$ cat src/rtl/core_pkg.sv
// Shared definitions for the 5-stage core pipeline controller:
// RV32 major-opcode constants and the sequencer state encoding.
package core_pkg;

    localparam logic [6:0] OP_LUI    = 7'b0110111;
    localparam logic [6:0] OP_AUIPC  = 7'b0010111;
    localparam logic [6:0] OP_JAL    = 7'b1101111;
    localparam logic [6:0] OP_JALR   = 7'b1100111;
    localparam logic [6:0] OP_BRANCH = 7'b1100011;
    localparam logic [6:0] OP_LOAD   = 7'b0000011;
    localparam logic [6:0] OP_STORE  = 7'b0100011;
    localparam logic [6:0] OP_IMM    = 7'b0010011;
    localparam logic [6:0] OP_OP     = 7'b0110011;

    typedef enum logic [1:0] {
        RUN   = 2'd0,
        DRAIN = 2'd1,
        HALT  = 2'd2
    } state_t;

endpackage

$ cat src/rtl/pipe_ctrl_if.sv
// Handshake bundle between the pipeline datapath and pipe_ctrl.
// master: datapath side (drives decoded/EX status, receives controls).
// slave:  the sequencer itself.
interface pipe_ctrl_if;

    logic [6:0] opcode_id;
    logic [4:0] rs1_id;
    logic [4:0] rs2_id;
    logic       core_end;
    logic [4:0] rd_ex;
    logic       mem_read_ex;
    logic       branch_taken_ex;
    logic       imem_valid;

    logic       pc_we;
    logic       if_id_we;
    logic       if_id_flush;
    logic       id_ex_bubble;
    logic       halted;
    logic [1:0] state_o;

    modport master (
        output opcode_id, rs1_id, rs2_id, core_end, rd_ex,
               mem_read_ex, branch_taken_ex, imem_valid,
        input  pc_we, if_id_we, if_id_flush, id_ex_bubble, halted, state_o
    );

    modport slave (
        input  opcode_id, rs1_id, rs2_id, core_end, rd_ex,
               mem_read_ex, branch_taken_ex, imem_valid,
        output pc_we, if_id_we, if_id_flush, id_ex_bubble, halted, state_o
    );

endinterface

$ cat src/rtl/pipe_ctrl_hazard_detect.sv
// Load-use hazard detector: flags when the instruction in ID reads a
// register that the load currently in EX has not yet produced.
module hazard_detect
    import core_pkg::*;
(
    input  logic [6:0] opcode_id,
    input  logic [4:0] rs1_id,
    input  logic [4:0] rs2_id,
    input  logic [4:0] rd_ex,
    input  logic       mem_read_ex,
    output logic       load_use
);

    logic uses_rs1;
    logic uses_rs2;

    // Decode which source operands the ID instruction really reads, then match against EX rd.
    always_comb begin
        uses_rs1 = 1'b1;
        uses_rs2 = 1'b0;
        case (opcode_id)
            OP_LUI, OP_AUIPC, OP_JAL: uses_rs1 = 1'b0;
            default:                  uses_rs1 = 1'b1;
        endcase
        case (opcode_id)
            OP_OP, OP_STORE, OP_BRANCH: uses_rs2 = 1'b1;
            default:                    uses_rs2 = 1'b0;
        endcase
        load_use = mem_read_ex && (rd_ex != 5'd0) &&
                   ((uses_rs1 && (rs1_id == rd_ex)) ||
                    (uses_rs2 && (rs2_id == rd_ex)));
    end

endmodule

$ cat src/rtl/pipe_ctrl.sv
// Pipeline sequencer for the IF/ID/EX/MEM/WB core: PC/IF-ID/ID-EX
// control, load-use stalls, branch flushes and the end-of-program
// drain-then-halt sequence.
// Optional feature macro: PIPE_PERF_CNT_EN adds stall/flush counters.
module pipe_ctrl
    import core_pkg::*;
#(
    parameter int unsigned DRAIN_CYCLES = 3
`ifdef PIPE_PERF_CNT_EN
    ,
    parameter int unsigned CNT_W = 32
`endif
) (
    input  logic             clk,
    input  logic             rstn,
    pipe_ctrl_if.slave       bus
`ifdef PIPE_PERF_CNT_EN
    ,
    output logic [CNT_W-1:0] stall_cnt,
    output logic [CNT_W-1:0] flush_cnt
`endif
);

    localparam int unsigned DW = (DRAIN_CYCLES > 1) ? $clog2(DRAIN_CYCLES) : 1;
    localparam logic [DW-1:0] DRAIN_LOAD = DW'(DRAIN_CYCLES - 1);

    state_t        state;
    logic [DW-1:0] drain_cnt;
    logic          load_use;

    hazard_detect u_hazard_detect (
        .opcode_id   (bus.opcode_id),
        .rs1_id      (bus.rs1_id),
        .rs2_id      (bus.rs2_id),
        .rd_ex       (bus.rd_ex),
        .mem_read_ex (bus.mem_read_ex),
        .load_use    (load_use)
    );

    // Sequencer state and drain countdown.
    always_ff @(posedge clk) begin
        if (!rstn) begin
            state     <= RUN;
            drain_cnt <= '0;
        end else begin
            case (state)
                RUN: begin
                    if (bus.core_end) begin
                        state     <= DRAIN;
                        drain_cnt <= DRAIN_LOAD;
                    end
                end
                DRAIN: begin
                    if (drain_cnt == '0) begin
                        state <= HALT;
                    end else begin
                        drain_cnt <= drain_cnt - 1'b1;
                    end
                end
                HALT:    state <= HALT;
                default: state <= RUN;
            endcase
        end
    end

    // Pipeline controls decoded from current state and hazards; forced quiet during reset.
    // A core_end seen in RUN already applies drain controls in that same cycle.
    always_comb begin
        bus.pc_we        = 1'b0;
        bus.if_id_we     = 1'b0;
        bus.if_id_flush  = 1'b0;
        bus.id_ex_bubble = 1'b0;
        bus.halted       = 1'b0;
        bus.state_o      = rstn ? state : RUN;
        if (rstn) begin
            case (state)
                RUN: begin
                    if (bus.core_end) begin
                        bus.if_id_flush  = 1'b1;
                        bus.id_ex_bubble = 1'b1;
                    end else if (bus.branch_taken_ex) begin
                        bus.pc_we        = 1'b1;
                        bus.if_id_flush  = 1'b1;
                        bus.id_ex_bubble = 1'b1;
                    end else if (load_use) begin
                        bus.id_ex_bubble = 1'b1;
                    end else if (!bus.imem_valid) begin
                        bus.if_id_flush  = 1'b1;
                    end else begin
                        bus.pc_we        = 1'b1;
                        bus.if_id_we     = 1'b1;
                    end
                end
                DRAIN: begin
                    bus.if_id_flush  = 1'b1;
                    bus.id_ex_bubble = 1'b1;
                end
                HALT:    bus.halted = 1'b1;
                default: bus.halted = 1'b0;
            endcase
        end
    end

`ifdef PIPE_PERF_CNT_EN
    // Saturating stall/flush event counters, live only while running.
    always_ff @(posedge clk) begin
        if (!rstn) begin
            stall_cnt <= '0;
            flush_cnt <= '0;
        end else if (state == RUN) begin
            if (load_use && !bus.branch_taken_ex && (stall_cnt != '1)) begin
                stall_cnt <= stall_cnt + 1'b1;
            end
            if (bus.branch_taken_ex && !bus.core_end && (flush_cnt != '1)) begin
                flush_cnt <= flush_cnt + 1'b1;
            end
        end
    end
`endif

endmodule

$ cat src/flat_wrapper.sv
// flat-port wrapper written by rule: the top's interface ports become plain ports
module pipe_ctrl_flat import core_pkg::*;
#(
    parameter int unsigned DRAIN_CYCLES = 3

)
  (clk, rstn, bus_opcode_id, bus_rs1_id, bus_rs2_id, bus_core_end, bus_rd_ex, bus_mem_read_ex, bus_branch_taken_ex, bus_imem_valid, bus_pc_we, bus_if_id_we, bus_if_id_flush, bus_id_ex_bubble, bus_halted, bus_state_o);
  pipe_ctrl_if bus_i ();
  input  logic clk;
  input  logic rstn;
  input wire logic [$bits(bus_i.opcode_id)-1:0] bus_opcode_id;
  input wire logic [$bits(bus_i.rs1_id)-1:0] bus_rs1_id;
  input wire logic [$bits(bus_i.rs2_id)-1:0] bus_rs2_id;
  input wire logic [$bits(bus_i.core_end)-1:0] bus_core_end;
  input wire logic [$bits(bus_i.rd_ex)-1:0] bus_rd_ex;
  input wire logic [$bits(bus_i.mem_read_ex)-1:0] bus_mem_read_ex;
  input wire logic [$bits(bus_i.branch_taken_ex)-1:0] bus_branch_taken_ex;
  input wire logic [$bits(bus_i.imem_valid)-1:0] bus_imem_valid;
  output wire logic [$bits(bus_i.pc_we)-1:0] bus_pc_we;
  output wire logic [$bits(bus_i.if_id_we)-1:0] bus_if_id_we;
  output wire logic [$bits(bus_i.if_id_flush)-1:0] bus_if_id_flush;
  output wire logic [$bits(bus_i.id_ex_bubble)-1:0] bus_id_ex_bubble;
  output wire logic [$bits(bus_i.halted)-1:0] bus_halted;
  output wire logic [$bits(bus_i.state_o)-1:0] bus_state_o;
  assign bus_i.opcode_id = bus_opcode_id;
  assign bus_i.rs1_id = bus_rs1_id;
  assign bus_i.rs2_id = bus_rs2_id;
  assign bus_i.core_end = bus_core_end;
  assign bus_i.rd_ex = bus_rd_ex;
  assign bus_i.mem_read_ex = bus_mem_read_ex;
  assign bus_i.branch_taken_ex = bus_branch_taken_ex;
  assign bus_i.imem_valid = bus_imem_valid;
  assign bus_pc_we = bus_i.pc_we;
  assign bus_if_id_we = bus_i.if_id_we;
  assign bus_if_id_flush = bus_i.if_id_flush;
  assign bus_id_ex_bubble = bus_i.id_ex_bubble;
  assign bus_halted = bus_i.halted;
  assign bus_state_o = bus_i.state_o;
  pipe_ctrl #(.DRAIN_CYCLES(DRAIN_CYCLES)) u_core (.clk(clk), .rstn(rstn), .bus(bus_i));
endmodule
$ cat config.mk
export PLATFORM = sky130hd
export DESIGN_NAME = pipe_ctrl_flat
export DESIGN_NICKNAME = d
export VERILOG_FILES = /design/src/rtl/core_pkg.sv /design/src/rtl/pipe_ctrl_if.sv /design/src/rtl/pipe_ctrl_hazard_detect.sv /design/src/rtl/pipe_ctrl.sv /design/src/flat_wrapper.sv
export SDC_FILE = /design/constraint.sdc
export NUM_CORES = 1
export LEC_CHECK = 0
export ABC_AREA = 0
export CELL_PAD_IN_SITES_DETAIL_PLACEMENT = 2
export CELL_PAD_IN_SITES_GLOBAL_PLACEMENT = 2
export CORE_UTILIZATION = 19
export DETAILED_ROUTE_END_ITERATION = 7
export PLACE_DENSITY_LB_ADDON = 0.1
export SYNTH_ARGS = -nofsm -noshare
export SYNTH_HDL_FRONTEND = slang
export SYNTH_SLANG_ARGS = --single-unit
$ cat constraint.sdc
create_clock -name clk -period 3.51 [get_ports clk]
set_input_delay 0.8775 -clock clk [delete_from_list [all_inputs] [get_ports clk]]
set_output_delay 0.8775 -clock clk [all_outputs]
set_load 0.01 [all_outputs]
==> qor.csv, run 1 <==
stage,metric,value,unit
critical_path,CP Launch Type,input pin,
floorplan,Site Rows,19,
sta,Tmin final,3.43,ns
sta,worst-margin pin slew,0.328,ns
cts,latest clock arrival within the worst-skew pair,0.24,ns
sta,Final Setup Violations,0,
route,DRT iter0 DRCs,21,
cts,"Clk pin slew, worst setup/hold paths",0.04,ns
placement,placed cells,153,
finish,share of cells above drive strength 1,0.136,
yosys,area share of the leading cell type in the synthesized netlist,0.156,
yosys,post-synthesis compound-gate area fraction,0.234,
yosys,Yosys top cell by area,xnor2_1,
placement,post-detail-place hpwl,1.85,mm
grt,total grt overflow,0,
grt,Tot GR Track Use,0.150,
finish,post-route insts no fill,156,
critical_path,Worst EP arrival,2.55,ns
yosys,async set-or-reset flop fraction in the synthesized netlist,0,
outcome,status,"finished, final reports clean",
floorplan,Die Area,0.00318,mm2
finish,Syn-to-layout area delta,84.9,%
yosys,"count leader, synth",xnor2_1,
yosys,Synth Area per Inst,7.30,um2
min_path,Hold Crit Start,u_core.drain_cnt[1],
yosys,Yosys reg bits,4,
yosys,multiplexer share of the synthesized area,0,
cts,cts hold-fix bufs,0,
yosys,adder-cell area share of the yosys netlist,0.0891,
power,leakage,0.386,nW
yosys,syn_nets,109,
yosys,largest family of logic cells by synthesized area,simple AND/OR/NAND/NOR gates,
route,TritonRoute pass-1 iters,4,
sta,Max-slew headroom,0.780,
route,via count,752,
grt,vias in the first global route,843,
yosys,register area share after synthesis,0.143,
yosys,Syn Inst Count,77,
floorplan,core area,0.00278,mm2
route,number of remaining DRC errors,0,
grt,first-pass GRT wire length,3.74,mm
yosys,synthesis warning total,0,
finish,ANT cells,0,
critical_path,crit path capture type,primary output,
grt,largest net degree at the start of global routing,8,
sta,RSZ-0062 raised after global routing,true,
min_path,Hold Path Stages,2,
route,routed wire length per instance,13.6,um
power,Worst VDD drop,0.000181,V
yosys,Area contributors post-synth,"xnor2_1, dfxtp_1, ha_1",
sta,Final Hold Viols,0,
floorplan,die width,56.4,um
sta,Slew Limit Fails,0,
floorplan,Starting Density,0.202,
cts,maximum buffer depth of the clock tree,2,
yosys,Post-synth top cells,"xnor2_1, a21oi_1, o21ai_0",
critical_path,R2R Path Start,u_core.state[1],
sta,Max Clk Rate,291,MHz
floorplan,io pins,35,
power,Power Density,282,mW/mm2
finish,Nets,159,
yosys,Post-Synth Simple-Gate Area,0.352,
route,Detailed Route WL,2.12,mm
critical_path,Crit. Startpoint,bus_rd_ex[0],
sta,clk_skew,0.00186,ns
yosys,XOR/XNOR share of the synthesized area,0.156,
yosys,"EDFF count, synth",0,
cts,TritonCTS buffer count,3,
route,vias per inst,4.82,
yosys,Syn Std Cell Area,562,um2
critical_path,critical path class,input pin to primary output,
placement,GPL Wtd Cong,0.803,
flow_run,reported max-cap violation count,0,
critical_path,worst reg2reg path depth,5,
floorplan,Die Height,56.4,um
placement,input/output buffers,34,
yosys,Netlist cell types,26,
power,total power,0.293,mW
sta,Final Cycle Share,0.978,
grt,antenna violations before repair,0,
cts,CTS Sinks,4,
route,DRT antenna net count,0,
critical_path,CP required,2.63,ns
min_path,worst hold path class,flop to flop,
cts,H-Tree Depth,1,
yosys,top_reg_cell synth,dfxtp_1,
cts,root buf cell,clkbuf_4,
critical_path,crit-path max FO,5,
cts,CTS tree,yes,
per-stage QoR:
stage          cell area, um2  hold slack, ns  setup WS [ns]  setup TNS (ns)  utilization
4_1_cts                  1040           0.465        0.00600               0        0.375
3_3_place_gp             1020           0.445         -0.271          -0.752        0.368
2_1_floorplan             562           0.430          0.673               0            -
6_report                 1040           0.456         0.0778               0        0.373
3_5_place_dp             1020           0.461         -0.304          -0.788        0.368
5_1_grt                  1040           0.499        -0.0149         -0.0149        0.373
layout make-up:
cell class | instances | area, um2
fillers | 324 | 1740
well taps | 31 | 38.8
clock buffers | 3 | 22.5
multi-input cells | 69 | 467
inverters | 4 | 15.0
flip-flops and latches | 4 | 80.1
repair buffers | 45 | 415
cells in the final DEF (no fill, tap or decap), types with 2 or more instances in the layout:
cell type | synthesis | final
a21oi_1 | 6 | 6
nand3_1 | 4 | 4
inv_1 | 4 | 4
nand4_1 | 2 | 2
nor3_1 | 4 | 4
xnor2_1 | 10 | 10
nor3b_1 | 2 | 2
dlygate4sd2_1 | 0 | 2
buf_4 | 0 | 11
ha_1 | 4 | 4
o211ai_1 | 3 | 3
clkbuf_4 | 0 | 3
nor2b_1 | 3 | 3
nand2b_1 | 3 | 3
and2_1 | 4 | 4
clkdlybuf4s50_1 | 0 | 30
nor2_1 | 3 | 3
nand2_1 | 5 | 5
dfxtp_1 | 4 | 4
o21ai_0 | 6 | 5
cell families (layout without fill, tap and decap cells):
| group | after synthesis | after routing |
|---|---|---|
| fa+ha+maj | 4 | 4 |
| flops | 4 | 4 |
| buf+inv | 4 | 52 |
| compound gates | 20 | 20 |
| xor+xnor | 10 | 10 |
| simple gates | 35 | 35 |
sequential cells by signal, summed over array words and instances, names as in the netlist:
name / count
u_core.drain_cnt: 2
u_core.state: 2
repair_timing:
action / CTS / global route
pin swaps: 1 / 2
setup buffers: 0 / 0
endpoints found under the setup margin: 4 / 1
resized for setup: 7 / 2
hold endpoints to repair: 0 / 0
where the power goes:
group | internal, mW | total, mW | switching (mW)
Clock | 0.0383 | 0.0586 | 0.0203
Sequential | 0.0544 | 0.0607 | 0.00631
Combinational | 0.0937 | 0.174 | 0.0800
worst paths after layout:
path | end | slack (ns)
min reg2reg | u_core.drain_cnt[1] | 0.46
max reg2reg | u_core.state[1] | 2.14
min | u_core.drain_cnt[1] | 0.46
max | bus_id_ex_bubble | 0.08
layer usage:
| layer | wire length [um] | track usage | vias to the layer above |
|---|---|---|---|
| li1 | - | - | 376 |
| met5 | 0 | 0 | - |
| met3 | 76 | 0.0276 | 2 |
| met1 | 903 | 0.166 | 353 |
| met2 | 1120 | 0.279 | 21 |
| met4 | 19 | 0.0627 | 0 |
worst max-delay path: stages:
cell	delay, ns
clkdlybuf4s50_1	0.42
or4_4	0.55
o21ai_4	0.21
a21oi_1	0.10
o21a_1	0.12
dlygate4sd2_1	0.28
Note: power is estimated with default switching activity, not from simulation.
==> inputs of run 2 (changes only) <==
==> constraint.sdc (replaced) <==
create_clock -name clk -period 4.4 [get_ports clk]
set_input_delay 1.1 -clock clk [delete_from_list [all_inputs] [get_ports clk]]
set_output_delay 1.1 -clock clk [all_outputs]
set_load 0.01 [all_outputs]
==> run 2 against run 1 <==
Against the previous run:
- routed wire length decreased by 7.4%
- design area decreased by 6.5%
- worst hold slack got worse by 0.0095 ns
- count of clock-buffer cells in the layout unchanged
- clock skew increased by 0.0036 ns
- global-route usage decreased by 1.8 points
==> qor.csv, run 2 (synthesis results as in run 1) <==
stage,metric,value,unit
grt,vias in the first global route,822,
route,via count,709,
placement,Placement Cell Area,948,um2
route,Detailed Route WL,1.96,mm
power,Power Density,233,mW/mm2
finish,Final Instance Area,971,um2
sta,Slew Limit Fails,0,
floorplan,io pins,35,
min_path,worst hold path class,flop to flop,
placement,input/output buffers,34,
power,Int Pwr,0.145,mW
cts,"Clk pin slew, worst setup/hold paths",0.04,ns
sta,Max-slew headroom,0.769,
critical_path,crit path capture type,primary output,
critical_path,CP required,3.30,ns
floorplan,core area,0.00278,mm2
route,number of remaining DRC errors,0,
sta,Final Cycle Share,0.969,
grt,total grt overflow,0,
route,DRT antenna net count,0,
floorplan,Starting Density,0.202,
route,DRT iter0 DRCs,10,
critical_path,Worst EP arrival,3.16,ns
cts,post-CTS setup buffers,0,
finish,FILL cells,334,
power,Switching Share,0.359,
power,Worst VDD drop,0.000136,V
cts,maximum buffer depth of the clock tree,2,
outcome,status,"finished, final reports clean",
floorplan,Site Rows,19,
sta,Tmin final,4.26,ns
sta,Max Clk Rate,235,MHz
cts,CTS Sinks,4,
cts,TritonCTS buffer count,3,
route,TritonRoute pass-1 iters,3,
placement,placed cells,143,
sta,worst-margin pin slew,0.344,ns
power,combinational power share,0.577,
finish,"leading cell types in the layout, fill and taps excluded","clkdlybuf4s50_1, xnor2_1, o21ai_0, a21oi_1, nand2_1",
critical_path,critical path class,input pin to primary output,
placement,GPL Wtd Cong,0.784,
placement,post-detail-place hpwl,1.68,mm
sta,hold slack,0.446,ns
floorplan,Die Height,56.4,um
finish,Syn-to-layout area delta,72.8,%
cts,root buf cell,clkbuf_4,
grt,antenna violations before repair,0,
finish,ANT cells,0,
sta,clk_skew,0.00544,ns
critical_path,CP Launch Type,input pin,
power,Clk pwr share,0.209,
critical_path,crit-path max FO,5,
cts,CTS tree,yes,
sta,Final Setup Violations,0,
finish,"commonest non-fill, non-tap cell in the layout",clkdlybuf4s50_1,
sta,Final Hold Viols,0,
finish,post-route insts no fill,146,
cts,# resized after CTS,0,
grt,Tot GR Track Use,0.132,
power,leakage,0.332,nW
floorplan,die width,56.4,um
sta,Total Neg Setup Slack,0,ns
power,switching power,0.0810,mW
power,register share of total power,0.214,
finish,Largest regs,"u_core.drain_cnt: 2 flops, u_core.state: 2 flops",
cts,latest clock arrival within the worst-skew pair,0.24,ns
floorplan,Die Area,0.00318,mm2
finish,Nets,149,
route,routed wire length per instance,13.4,um
sta,RSZ-0062 raised after global routing,false,
route,vias per inst,4.86,
grt,largest net degree at the start of global routing,8,
finish,share of cells above drive strength 1,0.0522,
grt,first-pass GRT wire length,3.39,mm
cts,H-Tree Depth,1,
flow_run,reported max-cap violation count,0,
cts,cts hold-fix bufs,0,
critical_path,register-to-register setup slack,3.07,ns
## run 2: cell count changes in the layout (fill, tap and decap cells not counted)
cell and delta:
buf_2 -1, dlygate4sd2_1 -2, buf_4 -10, clkdlybuf4s50_1 +4, o21ai_0 +1, clkdlybuf4s15_1 -1, o21ai_1 -1
## run 2: layout make-up
cell class	count	area, um2	area share
Timing Repair Buffer	35	348	0.358
Tap cell	31	38.8	0.0399
Multi-Input combinational cell	69	467	0.481
Clock buffer	3	22.5	0.0232
Inverter	4	15.0	0.0155
Sequential cell	4	80.1	0.0825
## run 2: worst max-delay path: stages
cell and delay, ns:
clkdlybuf4s50_1 0.46, or4_4 0.57, o21ai_4 0.19, nor3_1 0.08, nor3_1 0.20, clkdlybuf4s50_1 0.57
## run 2: power groups by stage
| stage | clock network, mW | registers, mW | logic (mW) |
|---|---|---|---|
| global route | 0.0502 | 0.0489 | 0.146 |
| finish | 0.0472 | 0.0483 | 0.130 |
| detailed placement | 0 | 0.0489 | 0.131 |
| global placement | 0 | 0.0485 | 0.130 |
| floorplan | 0 | 0.0472 | 0.0686 |
| CTS | 0.0484 | 0.0483 | 0.133 |
## run 2: final timing paths
kind / from / endpoint / cells after the start
setup / recovery: bus_rd_ex[0] / bus_if_id_we / 6
hold / removal: u_core.drain_cnt[1] / u_core.drain_cnt[1] / 2
setup reg to reg: u_core.state[1] / u_core.drain_cnt[0] / 6
hold reg to reg: u_core.drain_cnt[1] / u_core.drain_cnt[1] / 2
## run 2: per-layer routing
layer | GRT usage | vias to the layer above | routed length [um]
li1 | - | 353 | -
met1 | 0.136 | 327 | 830
met2 | 0.260 | 24 | 1030
met3 | 0.0115 | 5 | 63
met4 | 0.0662 | 0 | 38
met5 | 0 | - | 0
## run 2: stage by stage
stage | util | setup WS [ns] | power [mW]
floorplan | - | 1.12 | 0.116
CTS | 0.349 | 0.126 | 0.230
global route | 0.349 | 0.0734 | 0.245
finish | 0.349 | 0.137 | 0.226
detailed placement | 0.341 | 0.144 | 0.180
global placement | 0.341 | 0.121 | 0.178
